==> config.mk <==
export PLATFORM = sky130hd
export DESIGN_NAME = clint_timer
export DESIGN_NICKNAME = d
export VERILOG_FILES = /design/src/rtl/clint_timer_pkg.sv /design/src/rtl/clint_tick_gen.sv /design/src/rtl/clint_timer.sv
export SDC_FILE = /design/constraint.sdc
export NUM_CORES = 1
export LEC_CHECK = 0
export ABC_AREA = 1
export BUFFER_PORTS_ARGS = -buffer_cell sky130_fd_sc_hd__buf_4
export CORE_UTILIZATION = 35
export CTS_CLUSTER_SIZE = 12
export DETAILED_ROUTE_END_ITERATION = 8
export PLACE_DENSITY = 0.6
export SETUP_SLACK_MARGIN = 0.2
export SLEW_MARGIN = 20
export SYNTH_ARGS = -nofsm -noshare
export SYNTH_HDL_FRONTEND = slang
export SYNTH_SLANG_ARGS = --single-unit
==> constraint.sdc <==
create_clock -name cpu_clk_50M -period 1.8 [get_ports cpu_clk_50M]
set_input_delay 0.09 -clock cpu_clk_50M [delete_from_list [all_inputs] [get_ports cpu_clk_50M]]
set_output_delay 0.09 -clock cpu_clk_50M [all_outputs]
set_load 0.05 [all_outputs]
==> src/rtl/clint_timer_pkg.sv <==
// Shared constants and state encoding for the core-local timer (CLINT).
package clint_timer_pkg;

  localparam int          CLINT_XLEN          = 64;
  localparam int          CLINT_STRB_W        = CLINT_XLEN / 8;

  // Default byte addresses of the two memory-mapped timer registers.
  localparam logic [63:0] CLINT_MTIME_ADDR    = 64'h0000_0000_0200_BFF8;
  localparam logic [63:0] CLINT_MTIMECMP_ADDR = 64'h0000_0000_0200_4000;

  // mtimecmp comes out of reset at the maximum so no interrupt fires early.
  localparam logic [63:0] CLINT_MTIMECMP_RST  = 64'hFFFF_FFFF_FFFF_FFFF;

  // Interrupt request state machine encoding.
  typedef enum logic {
    CLINT_IDLE = 1'b0,
    CLINT_PEND = 1'b1
  } clint_state_e;

endpackage

==> src/rtl/clint_tick_gen.sv <==
// Prescaler producing a one-cycle tick every TICK_DIV clocks (TICK_DIV = 1..255).
module clint_tick_gen #(
  parameter int TICK_DIV = 1
) (
  input  logic cpu_clk_50M,
  input  logic cpu_rst_n,
  output logic tick
);

  logic [7:0] count;

  assign tick = (count == 8'(TICK_DIV - 1));

  // Count 0..TICK_DIV-1 and wrap back to zero on the tick cycle.
  always_ff @(posedge cpu_clk_50M) begin
    if (!cpu_rst_n) begin
      count <= '0;
    end else if (tick) begin
      count <= '0;
    end else begin
      count <= count + 8'd1;
    end
  end

endmodule

==> src/rtl/clint_timer.sv <==
// Core-local timer: mtime counter, mtimecmp compare register, a single-beat
// memory-mapped access port and the level-held timer interrupt request.
module clint_timer
  import clint_timer_pkg::*;
#(
  parameter int          TICK_DIV      = 1,
  parameter logic [63:0] MTIMECMP_ADDR = CLINT_MTIMECMP_ADDR,
  parameter logic [63:0] MTIME_ADDR    = CLINT_MTIME_ADDR
) (
  input  logic        cpu_clk_50M,
  input  logic        cpu_rst_n,
  input  logic        clint_ce,
  input  logic        clint_we,
  input  logic [63:0] clint_addr,
  input  logic [63:0] clint_wdata,
  input  logic [7:0]  clint_wstrb,
  output logic        clint_hit,
  output logic [63:0] clint_rdata,
  output logic        clint_rvalid,
  output logic        clock_interr,
  input  logic        interr_isdone,
  output logic        mtip
);

  logic [63:0]  mtime;
  logic [63:0]  mtimecmp;
  logic         tick;
  logic         armed;
  clint_state_e state;

  logic         sel_mtime;
  logic         sel_mtimecmp;
  logic         rd_en;
  logic         wr_mtime;
  logic         wr_mtimecmp;
  logic         unused_addr_bits;

  // Replace only the byte lanes enabled by the strobe, keep the rest.
  function automatic logic [63:0] strb_merge(input logic [63:0] old_val,
                                             input logic [63:0] new_val,
                                             input logic [7:0]  strb);
    logic [63:0] merged;
    merged = old_val;
    for (int i = 0; i < CLINT_STRB_W; i++) begin
      if (strb[i]) begin
        merged[8*i +: 8] = new_val[8*i +: 8];
      end
    end
    return merged;
  endfunction

  clint_tick_gen #(
    .TICK_DIV (TICK_DIV)
  ) u_tick_gen (
    .cpu_clk_50M (cpu_clk_50M),
    .cpu_rst_n   (cpu_rst_n),
    .tick        (tick)
  );

  // Registers are 8-byte aligned, so the low address bits carry no information.
  assign unused_addr_bits = ^clint_addr[2:0];

  assign sel_mtime    = (clint_addr[63:3] == MTIME_ADDR[63:3]);
  assign sel_mtimecmp = (clint_addr[63:3] == MTIMECMP_ADDR[63:3]);
  assign clint_hit    = sel_mtime | sel_mtimecmp;

  assign rd_en        = clint_ce & clint_hit & ~clint_we;
  assign wr_mtime     = clint_ce & clint_we & sel_mtime;
  assign wr_mtimecmp  = clint_ce & clint_we & sel_mtimecmp;

  assign mtip         = (mtime >= mtimecmp);

  // mtime advances on tick; a port write wins and merges into the old value.
  always_ff @(posedge cpu_clk_50M) begin
    if (!cpu_rst_n) begin
      mtime <= '0;
    end else if (wr_mtime) begin
      mtime <= strb_merge(mtime, clint_wdata, clint_wstrb);
    end else if (tick) begin
      mtime <= mtime + 64'd1;
    end
  end

  // mtimecmp changes only through the access port.
  always_ff @(posedge cpu_clk_50M) begin
    if (!cpu_rst_n) begin
      mtimecmp <= CLINT_MTIMECMP_RST;
    end else if (wr_mtimecmp) begin
      mtimecmp <= strb_merge(mtimecmp, clint_wdata, clint_wstrb);
    end
  end

  // Read port returns the pre-edge register value one cycle after the request.
  always_ff @(posedge cpu_clk_50M) begin
    if (!cpu_rst_n) begin
      clint_rdata  <= '0;
      clint_rvalid <= 1'b0;
    end else begin
      clint_rvalid <= rd_en;
      if (rd_en) begin
        clint_rdata <= sel_mtime ? mtime : mtimecmp;
      end
    end
  end

  // Interrupt FSM; armed blocks re-triggering until mtimecmp is rewritten.
  always_ff @(posedge cpu_clk_50M) begin
    if (!cpu_rst_n) begin
      state        <= CLINT_IDLE;
      armed        <= 1'b1;
      clock_interr <= 1'b0;
    end else begin
      case (state)
        CLINT_IDLE: begin
          if (mtip && armed) begin
            state        <= CLINT_PEND;
            clock_interr <= 1'b1;
          end
          if (wr_mtimecmp) begin
            armed <= 1'b1;
          end
        end
        CLINT_PEND: begin
          if (interr_isdone) begin
            state        <= CLINT_IDLE;
            clock_interr <= 1'b0;
            armed        <= wr_mtimecmp;
          end else if (wr_mtimecmp) begin
            armed <= 1'b1;
          end
        end
        default: begin
          state        <= CLINT_IDLE;
          clock_interr <= 1'b0;
        end
      endcase
    end
  end

endmodule

# Yosys cells after proc, flatten, opt, wreduce, memory -nomap -nowiden
# Index checks and enable logic that the tools add are counted.
# Widths: inputs -> output; s select.
dict set report classes {
  add_sub_neg 2
  order_cmp 1
  eq_ne 12
  n_mux 20
  bitwise_logic 9
  n_reduce_logical 21
}
# cell n
set op_table {}
lappend op_table {{$mux 64} 3}
lappend op_table {{$eq 61x23->1 const B} 2}
lappend op_table {{$add 64x1->64 const B} 1}
lappend op_table {{$ge 64x64->1} 1}
lappend op_table {{$mux 8} 8}
lappend op_table {{$reduce_and 2->1} 17}
lappend op_table {{$ne 2x2->1 const B} 10}
lappend op_table {{$add 8x1->8 const B} 1}
lappend op_table {{$logic_not 8->1} 1}
lappend op_table {{$mux 1} 6}
lappend op_table {{$pmux 1 s2} 3}
lappend op_table {{$and 1x1->1} 5}
lappend op_table {{$not 1->1} 3}
lappend op_table {{$reduce_bool 2->1} 1}
lappend op_table {{$reduce_or 2->1} 1}
lappend op_table {{$logic_and 1x1->1} 1}
lappend op_table {{$or 1x1->1} 1}
dict set report word_totals {
  ff_bits 204
}

# Depth between registers and ports, before layout
# Gate-level depths: netlist of the first run.
dict set report depth {
  word_depth 5
  ltp_mapped 17
  depth_no_buf 17
}

# Modules after synthesis
# Synthesis of the first run repeated with hierarchy kept, for this count alone.
dict set report hier_totals {
  hier_cells 2035
  area_unflattened_um2 12933.7
}
# module instances cells_each area_per_inst_um2
set modules_own_cells {}
lappend modules_own_cells {clint_timer 1 1966 12468.2}
lappend modules_own_cells {clint_tick_gen 1 69 465.4}

# Least setup slack after synthesis of the first run
# No wires, ideal clock.
dict set report synth_path {
  path_kind {reg2reg}
  start {register mtimecmp[31]}
  end {register clock_interr}
  arrival_time_ns 1.867
  required_ns 1.730
  path_slack_ns -0.138
  stages_incl_launch_ff 13
  path_buffers 0
  synth_period_minus_slack_ns 1.938
  path_cell_list {dfxtp_1 > inv_1 > ha_1 > nand2_1 > nor2_1 > nand4_1 > nor3b_1 > nand2_1 > nand2_1 > nand2_1 > nand2_1 > nand2_1 > a21oi_1}
}
dict set report synth_between {
  elab_chain_cells 4
}
# element line_no
set synth_lines {}
lappend synth_lines {{start, declared} clint_timer.sv:26} ;# logic [63:0] mtimecmp;
lappend synth_lines {{start signal, assigned} clint_timer.sv:89} ;# mtimecmp <= strb_merge(mtimecmp, clint_wdata, clint_wstrb);
lappend synth_lines {{$ge 64x64->1} clint_timer.sv:71} ;# assign mtip = (mtime >= mtimecmp);
lappend synth_lines {{named net mtip} clint_timer.sv:22} ;# output logic mtip
lappend synth_lines {{$logic_and 1x1->1} clint_timer.sv:115} ;# if (mtip && armed) begin
lappend synth_lines {{$ne 2x2->1 (no source line)} -}
lappend synth_lines {{$reduce_and 2->1 (no source line)} -}
lappend synth_lines {{end signal, assigned} clint_timer.sv:111} ;# clock_interr <= 1'b0;
lappend synth_lines {{end signal, assigned} clint_timer.sv:117} ;# clock_interr <= 1'b1;
lappend synth_lines {{end signal, assigned} clint_timer.sv:126} ;# clock_interr <= 1'b0;
lappend synth_lines {{end, declared} clint_timer.sv:20} ;# output logic clock_interr,
# The timed path passes the listed nets, and every way through them passes these cells.
# A chain may end at the register's enable or synchronous reset.

# Worst setup path in the final report of the first run
dict set report layout_path {
  start {register mtime[39]}
  end {output port mtip}
}
dict set report layout_between {
  elab_chain_cells 1
}
# element line_no
set layout_lines {}
lappend layout_lines {{start, declared} clint_timer.sv:25} ;# logic [63:0] mtime;
lappend layout_lines {{start signal, assigned} clint_timer.sv:78} ;# mtime <= strb_merge(mtime, clint_wdata, clint_wstrb);
lappend layout_lines {{start signal, assigned} clint_timer.sv:80} ;# mtime <= mtime + 64'd1;
lappend layout_lines {{$ge 64x64->1} clint_timer.sv:71}
lappend layout_lines {{end, declared} clint_timer.sv:22}
# Every way passes these cells.

==> reports/qor.yml, run 1 <==
critical_path:
  worstPathArrival_ns: 2.40
  start_kind: "flop"
  cp.required_ns: 1.71
  worstPathMaxFanout: 3
  end_kind: "output pin"
  path_class: "reg -> out"
timing:
  rsz0062_at_grt: "true"
  slew_violations: 0
  finalCritPeriodShare_pct: 138
  hold_violations: 0
  slew_headroom_pct: 58.6
  tns_ns: -6.56
  finClkSkew_ns: 0.0238
  fin_crit_ns: 2.49
  fmax_ghz: 0.401
  worst_pin_slew_ns: 0.621
  finalWorstSetupSlack_ns: -0.692
  setup_viol_count_final: 52
cts:
  cts_buffer_depth: 3
  clkSinkCount: 204
  htreeDepth: 1
  numCtsBuffers: 25
  tritoncts: "built"
  root_buffer: "clkbuf_16"
  cts.clk_slew.worst_paths_ns: 0.06
  clock_latency_ns: 0.55
outcome:
  violations: "setup timing"
  outcome: "complete, but fails checks"
pwr:
  ir_worst_vdd_uv: 546
  p_leak_uw: 0.0108
  p_per_area_nw_per_um2: 493
final_layout:
  regArea_um2: 4220
  multiInputGateArea_um2: 9550
  drive_gt1_share_pct: 40.3
  fin_util_pct: 59.6
  diodes: 0
  finish.net_count: 2876
  fillers: 3316
  synthToLayoutAreaGrowth_pct: 68.1
synthesis:
  yosysUniqueCellTypes: 41
  synth-seq-cells: 204
  synthesis.nets: 2276
  ys_seq_area_share_pct: 31.5
  syn_area_um2: 13000
  syn_avg_cell_area_um2: 6.26
  synthCells: 2068
  yosys_warnings: 0
detailed_routing:
  dr.pass1.iters: 5
  wl_per_cell_um: 16.6
  via_per_inst: 5.12
  first_iter_violations: 1041
  wirelength_mm: 52.3
  vias: 16157
  ant_nets: 0
  route.detailed.drc: 0
die:
  io_pins: 209
  die_w_um: 194
  die_area_um2: 37800
  die_y_um: 194
  core-area_um2: 36500
  num_rows: 70
  initial_core_util_pct: 35.5
global_routing:
  antenna_found_initial: 0
  first_global_vias: 15313
  grt_pass1_wl_mm: 80.6
  grt_start_max_net_pins: 139
  grt_usage_pct: 26.2
  grt_overflow_total: 0
worst_hold_path:
  hp-class: "in -> reg"
flow_run:
  max_cap_violations: 0
place:
  dpl.hpwl_mm: 38.3
  gp_congestion: 1.00
  io_buffer_count: 205
[kinds of logic after synthesis]
kind of cell	after synthesis	share of synthesized area (%)
buffers and inverters	315	9.88
AOI/OAI and AO/OA	384	15.3
and+or+nand+nor	1074	35.2
xor gates and xnor gates	24	1.62
DFF	204	31.5
adders and majority gates	67	6.47
[critical path, stage by stage, from the launching register on]
cell	delay, ns
dfxtp_1	0.35
ha_4	0.28
nand2_2	0.06
nor2_2	0.13
nand4_1	0.24
nor4_4	0.39
nand2_2	0.10
nand2_4	0.13
buf_8	0.16
[flip-flops by register name (all words and copies together) (netlist names)]
register / flops
clint_rdata: 64
mtime: 64
mtimecmp: 64
u_tick_gen.count: 8
armed: 1
clint_rvalid: 1
clock_interr: 1
state: 1
[routing by layer]
metal / vias to the layer above / global-route usage, % / wire length, um
li1: 7994 / - / -
met1: 7583 / 34.5 / 22900
met2: 485 / 45.8 / 25400
met3: 95 / 2.39 / 2520
met4: 0 / 6.67 / 1470
met5: - / 0 / 0
[power by group]
group          leakage, uW  switching [uW]  internal, uW
logic              0.00868             364           396
clock network     0.000433            2070          3400
registers          0.00167            9.22          4490
[synthesized netlist by cell type (all sizes together)]
cell type | instances | area share [%]
clkbuf | 49 | 1.4
nor3b | 5 | 0.29
nand3 | 205 | 8.0
dfxtp | 204 | 32
xor2 | 21 | 1.4
inv | 229 | 6.7
a21o | 1 | 0.058
a21oi | 164 | 6.3
clkinv | 1 | 0.029
nor4 | 6 | 0.29
or2 | 3 | 0.14
o21a | 4 | 0.23
nand2 | 542 | 16
ha | 67 | 6.5
and3 | 1 | 0.048
and2 | 3 | 0.14
o21ai | 206 | 8.1
o211ai | 9 | 0.52
nor3 | 40 | 1.6
nand3b | 2 | 0.12
xnor2 | 3 | 0.20
nand4 | 43 | 2.1
buf | 36 | 1.7
nor2 | 224 | 6.6
[final timing paths]
check	start	end	slack, ns	cells past startpoint
setup / recovery	mtime[39]	mtip	-0.69	8
hold / removal	clint_addr[16]	armed	0.14	7
setup reg to reg	mtime[1]	mtime[38]	-0.28	13
hold reg to reg	mtimecmp[1]	mtimecmp[1]	0.47	2
[placed cells by master, fill, tap and decap left out, drive strengths merged]
cell type	netlist	routed
clkinvlp	0	2
buf	36	580
clkbuf	49	38
nor3	40	40
a21oi	164	164
nand2	542	542
xor2	21	21
o21a	4	4
nand3b	2	2
clkinv	1	3
ha	67	67
and3	1	1
nor2	224	224
a21o	1	1
nand3	205	205
bufinv	0	4
o21ai	206	207
xnor2	3	3
and2	3	3
dlygate4sd3	0	76
inv	229	229
dfxtp	204	204
or2	3	3
nor3b	5	5
nand4	43	43
nor4	6	6
o211ai	9	9
[stage by stage]
step | total power [uW] | worst slack, ns | instance area [um2] | cells | hold WS (ns)
2_1_floorplan | 4830 | 0.129 | 13200 | 2068 | 0.244
6_report | 10700 | -0.692 | 21800 | 3154 | 0.145
3_5_place_dp | 5210 | -0.393 | 17400 | 2976 | 0.351
3_3_place_gp | 5210 | -0.341 | 17400 | 2976 | 0.351
5_1_grt | 11100 | -0.723 | 21800 | 3154 | 0.177
4_1_cts | 10900 | -0.767 | 20400 | 3125 | 0.141
[cell type report]
| cell class | instances | area share (%) |
|---|---|---|
| multi-input combinational | 1550 | 43.8 |
| clock buffer | 37 | 3.40 |
| clock inverter | 8 | 0.655 |
| tap | 468 | 2.69 |
| inverter | 230 | 4.14 |
| sequential | 204 | 19.4 |
| timing repair buffer | 657 | 25.9 |
[timing repair]
item                                    4_1_cts  5_1_grt
endpoints found under the hold margin       142        0
setup buffers                                27       28
endpoints found under the setup margin       65       71
gates resized for setup                     356      290
hold buffers                                 76        0
pin swaps                                   149      138
cloned                                        1        1
Note: power is estimated with default switching activity, not from simulation.
==> run 2: changes to the inputs <==
- CORE_UTILIZATION: 35 -> 36
- PLACE_DENSITY: 0.6 -> 0.61
- SKIP_LAST_GASP: not set -> 1
- SYNTH_HIERARCHICAL: not set -> 1
==> run 2 against run 1 <==
  * The run still ends with setup timing left
  * Clock-buffer cell count is 5 lower
  * Synthesized cell count fell by 1.6%
  * Register-to-register slack lost 0.27 ns
  * Clock power fell by 5.3%
  * Power is 2.1% lower
  * Largest power group unchanged
  * Utilization is 3.2 points higher
  * Sequential share of layout area fell by 0.54 points
  * Global-route usage is 2.8 points higher
  * Sequential power about the same
  * Die area decreased by 2.9%
  * Non-clock buffer count rose by 87
  * Via count up 4.3%
==> reports/qor.yml, run 2 <==
outcome:
  outcome: "complete, but fails checks"
  violations: "setup timing"
pwr:
  p_total_uw: 10500  # -2.1%
  comb_power_share_pct: 7.7  # +0.6 points
  power.internal_uw: 8040  # -3.0%
  netSwitchingFraction_pct: 23.5  # +0.69 points
  ir_worst_vdd_uv: 613  # +12%
  p_leak_uw: 0.0109  # +1.5%
  netSwitchingPower_uw: 2470  # +0.86%
  clockPowerShare_pct: 49.3  # -1.7 points
  p_seq_share_pct: 43.0  # +1.1 points
  p_per_area_nw_per_um2: 472  # -4.3%
timing:
  finalWorstSetupSlack_ns: -0.636  # +0.0560 ns
  fin_crit_ns: 2.44  # -0.0560 ns
  fmax_ghz: 0.410  # +2.3%
  rsz0062_at_grt: "true"
  slew_headroom_pct: 58.9  # +0.23 points
  hold_violations: 0  # unchanged
  slew_violations: 0  # unchanged
  finClkSkew_ns: 0.0104  # -0.0134 ns
  finalCritPeriodShare_pct: 135  # -3.1 points
  setup_viol_count_final: 60  # +15%
  worst_pin_slew_ns: 0.611  # -0.00985 ns
critical_path:
  start_kind: "flop"
  crit_path_top_delay_cell: "or4_4"
  path_class: "reg -> out"
  cp.required_ns: 1.71  # about the same
  worst_path_most_repeated_cell: "nand2_4"
  max_stage_delay_ns: 0.57  # +0.18 ns
  worstPathMaxFanout: 2  # -1
  rrSetupSlack_ns: -0.55  # -0.27 ns
  end_kind: "output pin"
  crit_chain: "inv_1 > ha_4 > nand2_2 > or4_4 > nor2_4 > buf_6 > nand2_4 > nand2_4 > buf_8"
  worstPathArrival_ns: 2.35  # -0.05 ns
cts:
  root_buffer: "clkbuf_16"
  cts.clk_slew.worst_paths_ns: 0.06  # about the same
  cts_buffer_depth: 3  # unchanged
  tritoncts: "built"
  numCtsBuffers: 24  # -4.0%
  clkSinkCount: 204  # unchanged
  clock_latency_ns: 0.54  # about the same
  htreeDepth: 1  # unchanged
synthesis:
  synthArstFlopShare_pct: 0  # unchanged
  synth_common_cells: "nand2_1, nor2_1, o21ai_0, dfxtp_1"
  ys_seq_area_share_pct: 31.6  # +0.049 points
  synth_ff_type: "dfxtp_1"
  synth-edff-count: 0  # unchanged
  synthTopCellsByArea: "dfxtp_1, nand2_1, o21ai_0"
  synth-seq-cells: 204  # unchanged
  yosysTopAreaCell: "dfxtp_1"
  yosys_warnings: 6  # +6
  syn_area_um2: 12900  # -0.15%
  yosys.area.top_type_share_pct: 31.6  # +0.049 points
  syn_avg_cell_area_um2: 6.36  # +1.5%
  yosysUniqueCellTypes: 42  # +2.4%
  synth.most_common_cell: "nand2_1"
  synthesis.nets: 2243  # -1.4%
  synthCells: 2035  # -1.6%
die:
  initial_core_util_pct: 36.5  # +0.98 points
  die_y_um: 192  # -1.5%
  num_rows: 69  # -1.4%
  core-area_um2: 35500  # -2.8%
  io_pins: 209  # unchanged
  die_w_um: 192  # -1.5%
  die_area_um2: 36700  # -2.9%
global_routing:
  grt_start_max_net_pins: 100  # -28%
  grt_usage_pct: 29.0  # +2.8 points
  first_global_vias: 15622  # +2.0%
  antenna_found_initial: 1  # +1
  grt_overflow_total: 0  # unchanged
  grt_pass1_wl_mm: 83.7  # +3.9%
place:
  io_buffer_count: 205  # unchanged
  postPlaceCellArea_um2: 17800  # +2.5%
  dpl.hpwl_mm: 41.4  # +8.0%
  post-place-ws_ns: -0.348  # +0.0450 ns
  gp_congestion: 0.994  # -0.85%
final_layout:
  synthToLayoutAreaGrowth_pct: 72.2
  final_common_cell: "buf_4"
  fin_util_pct: 62.8  # +3.2 points
  finish.net_count: 2927  # +1.8%
  design_area_um2: 22300  # +2.3%
  top_regs: "clint_rdata x64, mtime x64, mtimecmp x64"
  layout_common_cells: "buf_4, nand2_1, inv_1, nand3_1, nor2_1"
  diodes: 0  # unchanged
  drive_gt1_share_pct: 42.1  # +1.7 points
detailed_routing:
  vias: 16846  # +4.3%
  first_iter_violations: 1322  # +27%
  dr.pass1.iters: 5  # unchanged
  wl_per_cell_um: 17.9  # +7.8%
  ant_nets: 0  # unchanged
  via_per_inst: 5.27  # +2.9%
  wirelength_mm: 57.1  # +9.2%
  route.detailed.drc: 0  # unchanged
worst_hold_path:
  hp-class: "in -> reg"
flow_run:
  max_cap_violations: 0  # unchanged
-- run 2: cell count changes in the layout (fill, tap and decap cells not counted), sizes merged, moves of 11 or more --
cell / delta
nand2: -48
nor2: +11
buf: +86
inv: -26
o21ai: +16
-- run 2: metal layers --
metal | share of wire, % | GRT usage [%]
met5 | 0 | 0
met4 | 3.8 | 9.49
met3 | 8.4 | 4.46
met2 | 45 | 45.5
met1 | 43 | 40.4
-- run 2: what timing repair did --
| action | CTS | global route |
|---|---|---|
| hold buffers | 74 | 0 |
| gates cloned | 0 | 6 |
| pin swaps | 141 | 137 |
| endpoints found under the setup margin | 69 | 137 |
| hold endpoints to repair | 138 | 0 |
| resized for setup | 395 | 250 |
| buffers inserted | 40 | 32 |
-- run 2: layout make-up --
type | instances | area, um2
clock buffer | 32 | 692
clock inverter | 9 | 129
fill | 3064 | 13200
inverter | 208 | 823
multi-input combinational | 1537 | 9500
sequential | 204 | 4200
tap | 461 | 577
timing repair buffer | 744 | 6350
-- run 2: worst paths after layout --
kind / startpoint / to / depth (start not counted)
setup / recovery: mtimecmp[39] / mtip / 9
hold / removal: clint_we / clint_rdata[49] / 5
setup reg to reg: mtimecmp[7] / state / 19
hold reg to reg: mtimecmp[10] / mtimecmp[10] / 2
-- run 2: worst max-delay path: cells and delay by family (launching register included) --
kind | cells | cell delay (ns)
fa+ha+maj | 1 | 0.27
simple gates | 5 | 0.88
buf+inv | 3 | 0.32
flops | 1 | 0.33
-- run 2: kinds of logic after synthesis --
group / Yosys count / synth area share [%]
and+or+nand+nor: 1044 / 35.1
AOI/OAI and AO/OA: 398 / 15.8
buffers and inverters: 294 / 9.14
DFF: 204 / 31.6
adders and majority gates: 67 / 6.48
xor gates and xnor gates: 28 / 1.90
-- run 2: power groups by stage --
stage	clock network, uW	logic (uW)	registers, uW
floorplan	0	204	4630
detailed placement	0	613	4630
CTS	5240	769	4510
global route	5400	874	4510
finish	5180	812	4520
global placement	0	602	4630
-- run 2: per-stage QoR --
stage / setup TNS [ns] / hold slack [ns] / cells
final: -10.33 / 0.0695 / 3195
after global routing: -15.00 / 0.0732 / 3195
after CTS: -3.37 / 0.0490 / 3157
after detailed placement: -46.58 / 0.344 / 3002
after global placement: -42.01 / 0.343 / 3002
after floorplan: 0 / 0.244 / 2035
==> run 3: changes to the inputs <==
- ABC_AREA: 1 -> not set
- CORE_UTILIZATION: 36 -> 46
- PLACE_DENSITY: 0.61 -> 0.75
==> run 3 against run 2 <==
  * The run still ends with setup timing left
  * Worst hold slack got worse by 0.050 ns
  * Design area fell by 13%
  * Die area fell by 31%
  * Power fell by 5.6%
  * Maximum frequency fell by 14%
  * First-iteration DRC count fell by 1.5%
  * Final cell count fell by 30%
  * Critical path depth fell by 1
  * Utilization rose by 17 points
==> reports/qor.yml, run 3 <==
place:
  gp_congestion: 0.897  # -9.7%
  io_buffer_count: 205  # unchanged
  dpl.hpwl_mm: 27.6  # -33%
  post-place-ws_ns: -0.851  # -0.503 ns
  postPlaceCellArea_um2: 15500  # -13%
pwr:
  power.internal_uw: 7620  # -5.2%
  p_per_area_nw_per_um2: 514  # +8.9%
  comb_power_share_pct: 7.3  # -0.4 points
  p_leak_uw: 0.00954  # -13%
  clockPowerShare_pct: 47.2  # -2.1 points
  ir_worst_vdd_uv: 657  # +7.2%
  p_seq_share_pct: 45.6  # +2.6 points
  netSwitchingPower_uw: 2300  # -6.7%
  netSwitchingFraction_pct: 23.2  # -0.27 points
  p_total_uw: 9930  # -5.6%
synthesis:
  synthArstFlopShare_pct: 0  # unchanged
  synthesis.nets: 1558  # -31%
  synth_ff_type: "dfxtp_1"
  yosys_warnings: 6  # unchanged
  syn_area_um2: 11400  # -12%
  yosys.area.top_type_share_pct: 35.8  # +4.3 points
  synth_common_cells: "nand2_1, dfxtp_1, a21oi_1, inv_1, o211ai_1"
  yosysTopAreaCell: "dfxtp_1"
  synthTopCellsByArea: "dfxtp_1, ha_1, nand2_1"
  yosysUniqueCellTypes: 79  # +88%
  synth-edff-count: 0  # unchanged
  synth-seq-cells: 204  # unchanged
  syn_avg_cell_area_um2: 8.44  # +33%
  ys_seq_area_share_pct: 35.8  # +4.3 points
  synth.most_common_cell: "nand2_1"
  synthCells: 1350  # -34%
detailed_routing:
  ant_nets: 0  # unchanged
  route.detailed.drc: 0  # unchanged
  vias: 13924  # -17%
  dr.pass1.iters: 6  # +1
  via_per_inst: 6.20  # +18%
  wirelength_mm: 49.0  # -14%
  first_iter_violations: 1302  # -1.5%
  wl_per_cell_um: 21.8  # +22%
critical_path:
  end_kind: "output pin"
  max_stage_delay_ns: 0.52  # -0.05 ns
  cp.buffers_inverters: 2  # -1
  path_class: "reg -> out"
  worstPathMaxFanout: 2  # unchanged
  crit_family: "simple AND/OR/NAND/NOR gates"
  rrSetupSlack_ns: -0.84  # -0.29 ns
  crit_chain: "inv_1 > ha_1 > nand4_1 > or4_1 > o211ai_1 > a32oi_2 > nand2_2 > buf_8"
  crit_path_top_delay_cell: "or4_1"
  cp.required_ns: 1.71  # about the same
  worstPathArrival_ns: 2.73  # +0.38 ns
  start_kind: "flop"
die:
  initial_core_util_pct: 46.8  # +10 points
  core-area_um2: 24300  # -31%
  num_rows: 57  # -17%
  die_w_um: 159  # -17%
  die_y_um: 159  # -17%
  io_pins: 209  # unchanged
  die_area_um2: 25400  # -31%
global_routing:
  grt_start_max_net_pins: 48  # -52%
  grt_pass1_wl_mm: 69.4  # -17%
  first_global_vias: 13598  # -13%
  grt_util_met1_pct: 38.9  # -1.5 points
  use_met3_pct: 6.04  # +1.6 points
  grt_usage_pct: 33.5  # +4.5 points
  grt_busiest_layer: "met2"
  antenna_found_initial: 0  # -1
  grt_overflow_total: 0  # unchanged
  grt_use_met2_pct: 59.6  # +14 points
final_layout:
  diodes: 0  # unchanged
  multiInputGateArea_um2: 8060  # -15%
  regArea_um2: 4120  # -1.9%
  fillers: 1342  # -56%
  finish.net_count: 2115  # -28%
  drive_gt1_share_pct: 41.1  # -1.0 points
  fin_util_pct: 79.4  # +17 points
  top_regs: "clint_rdata x64, mtime x64, mtimecmp x64"
  layout_common_cells: "buf_4, nand2_1, dfxtp_1, dlygate4sd3_1, o211ai_1"
  final_common_cell: "buf_4"
  design_area_um2: 19300  # -13%
  synthToLayoutAreaGrowth_pct: 69.5
outcome:
  violations: "setup timing"
  outcome: "complete, but fails checks"
cts:
  clkSinkCount: 204  # unchanged
  htreeDepth: 1  # unchanged
  root_buffer: "clkbuf_16"
  numCtsBuffers: 23  # -4.2%
  tritoncts: "built"
  clock_latency_ns: 0.52  # -0.02 ns
  cts_buffer_depth: 3  # unchanged
  cts.clk_slew.worst_paths_ns: 0.06  # about the same
timing:
  finalWorstSetupSlack_ns: -1.02  # -0.381 ns
  fmax_ghz: 0.355  # -14%
  slew_headroom_pct: 67.0  # +8.2 points
  worst_pin_slew_ns: 0.490  # -0.121 ns
  setup_viol_count_final: 143  # +140%
  finClkSkew_ns: 0.00948  # -0.000947 ns
  finalCritPeriodShare_pct: 156  # +21 points
  slew_violations: 0  # unchanged
  rsz0062_at_grt: "true"
  fin_crit_ns: 2.82  # +0.381 ns
  hold_violations: 0  # unchanged
flow_run:
  max_cap_violations: 0  # unchanged
worst_hold_path:
  hp-class: "in -> reg"
[run 3: changes by cell type after synthesis, moves of 76 or more]
cell | previous run | this run
nand2_1 | 480 | 213
nor2_1 | 226 | 45
o21ai_0 | 217 | 45
nand3_1 | 201 | 41
inv_1 | 201 | 78
a21oi_1 | 158 | 82
[run 3: power by group through the flow]
stage	registers (uW)	logic (uW)	clock network [uW]
after CTS	4520	666	4700
after detailed placement	4620	515	0
final	4520	720	4680
after global placement	4620	512	0
after global routing	4520	743	4900
after floorplan	4620	126	0
[run 3: metal layers]
| metal | up-vias | wire, um |
|---|---|---|
| li1 | 6126 | - |
| met1 | 6587 | 17800 |
| met2 | 918 | 23500 |
| met3 | 293 | 4340 |
| met4 | 0 | 3330 |
| met5 | - | 0 |
[run 3: cell families after synthesis]
family                   count (synthesis)  synth area share (%)
AO/OA/AOI/OAI                          370                  23.8
XOR/XNOR                                 6                 0.461
adder cells (fa/ha/maj)                 67                  7.36
buffers and inverters                  157                  5.64
flip-flops                             204                  35.8
multiplexers                            67                  5.91
AND/OR/NAND/NOR                        479                  21.0
[run 3: path summary, 6_finish.rpt]
kind                       start      endpoint  cells past startpoint
max reg2reg  u_tick_gen/count[0]     mtime[11]                     12
min reg2reg         mtimecmp[22]  mtimecmp[22]                      2
min               clint_wstrb[7]  mtimecmp[58]                      4
max                  mtimecmp[9]          mtip                      8
[run 3: area by class of cell]
class	instances	share of cell area [%]
clock buffers	34	3.50
clock inverters	6	0.285
inverters	79	1.54
multi-input cells	993	41.7
flip-flops and latches	204	21.3
well taps	324	2.10
repair buffers	606	29.5
[run 3: per-stage QoR]
| stage | cells | hold WS, ns | setup TNS (ns) |
|---|---|---|---|
| 6_report | 2246 | 0.0195 | -49.16 |
| 5_1_grt | 2246 | 0.0229 | -61.59 |
| 4_1_cts | 2226 | 0.00503 | -33.55 |
| 3_5_place_dp | 2053 | 0.320 | -103.65 |
| 3_3_place_gp | 2053 | 0.319 | -93.28 |
| 2_1_floorplan | 1350 | 0.203 | -33.67 |
[run 3: worst min-delay path: stages]
cell and delay [ns]:
buf_4 0.15, nand2_8 0.13, mux2i_1 0.08, nand2_1 0.05
[run 3: repair_timing]
action | 4_1_cts | 5_1_grt
cloned | 20 | 1
endpoints found under the hold margin | 123 | 0
pin swaps | 127 | 83
buffers inserted | 40 | 19
resized for setup | 179 | 94
setup endpoints to repair | 204 | 206
hold buffers | 73 | 0
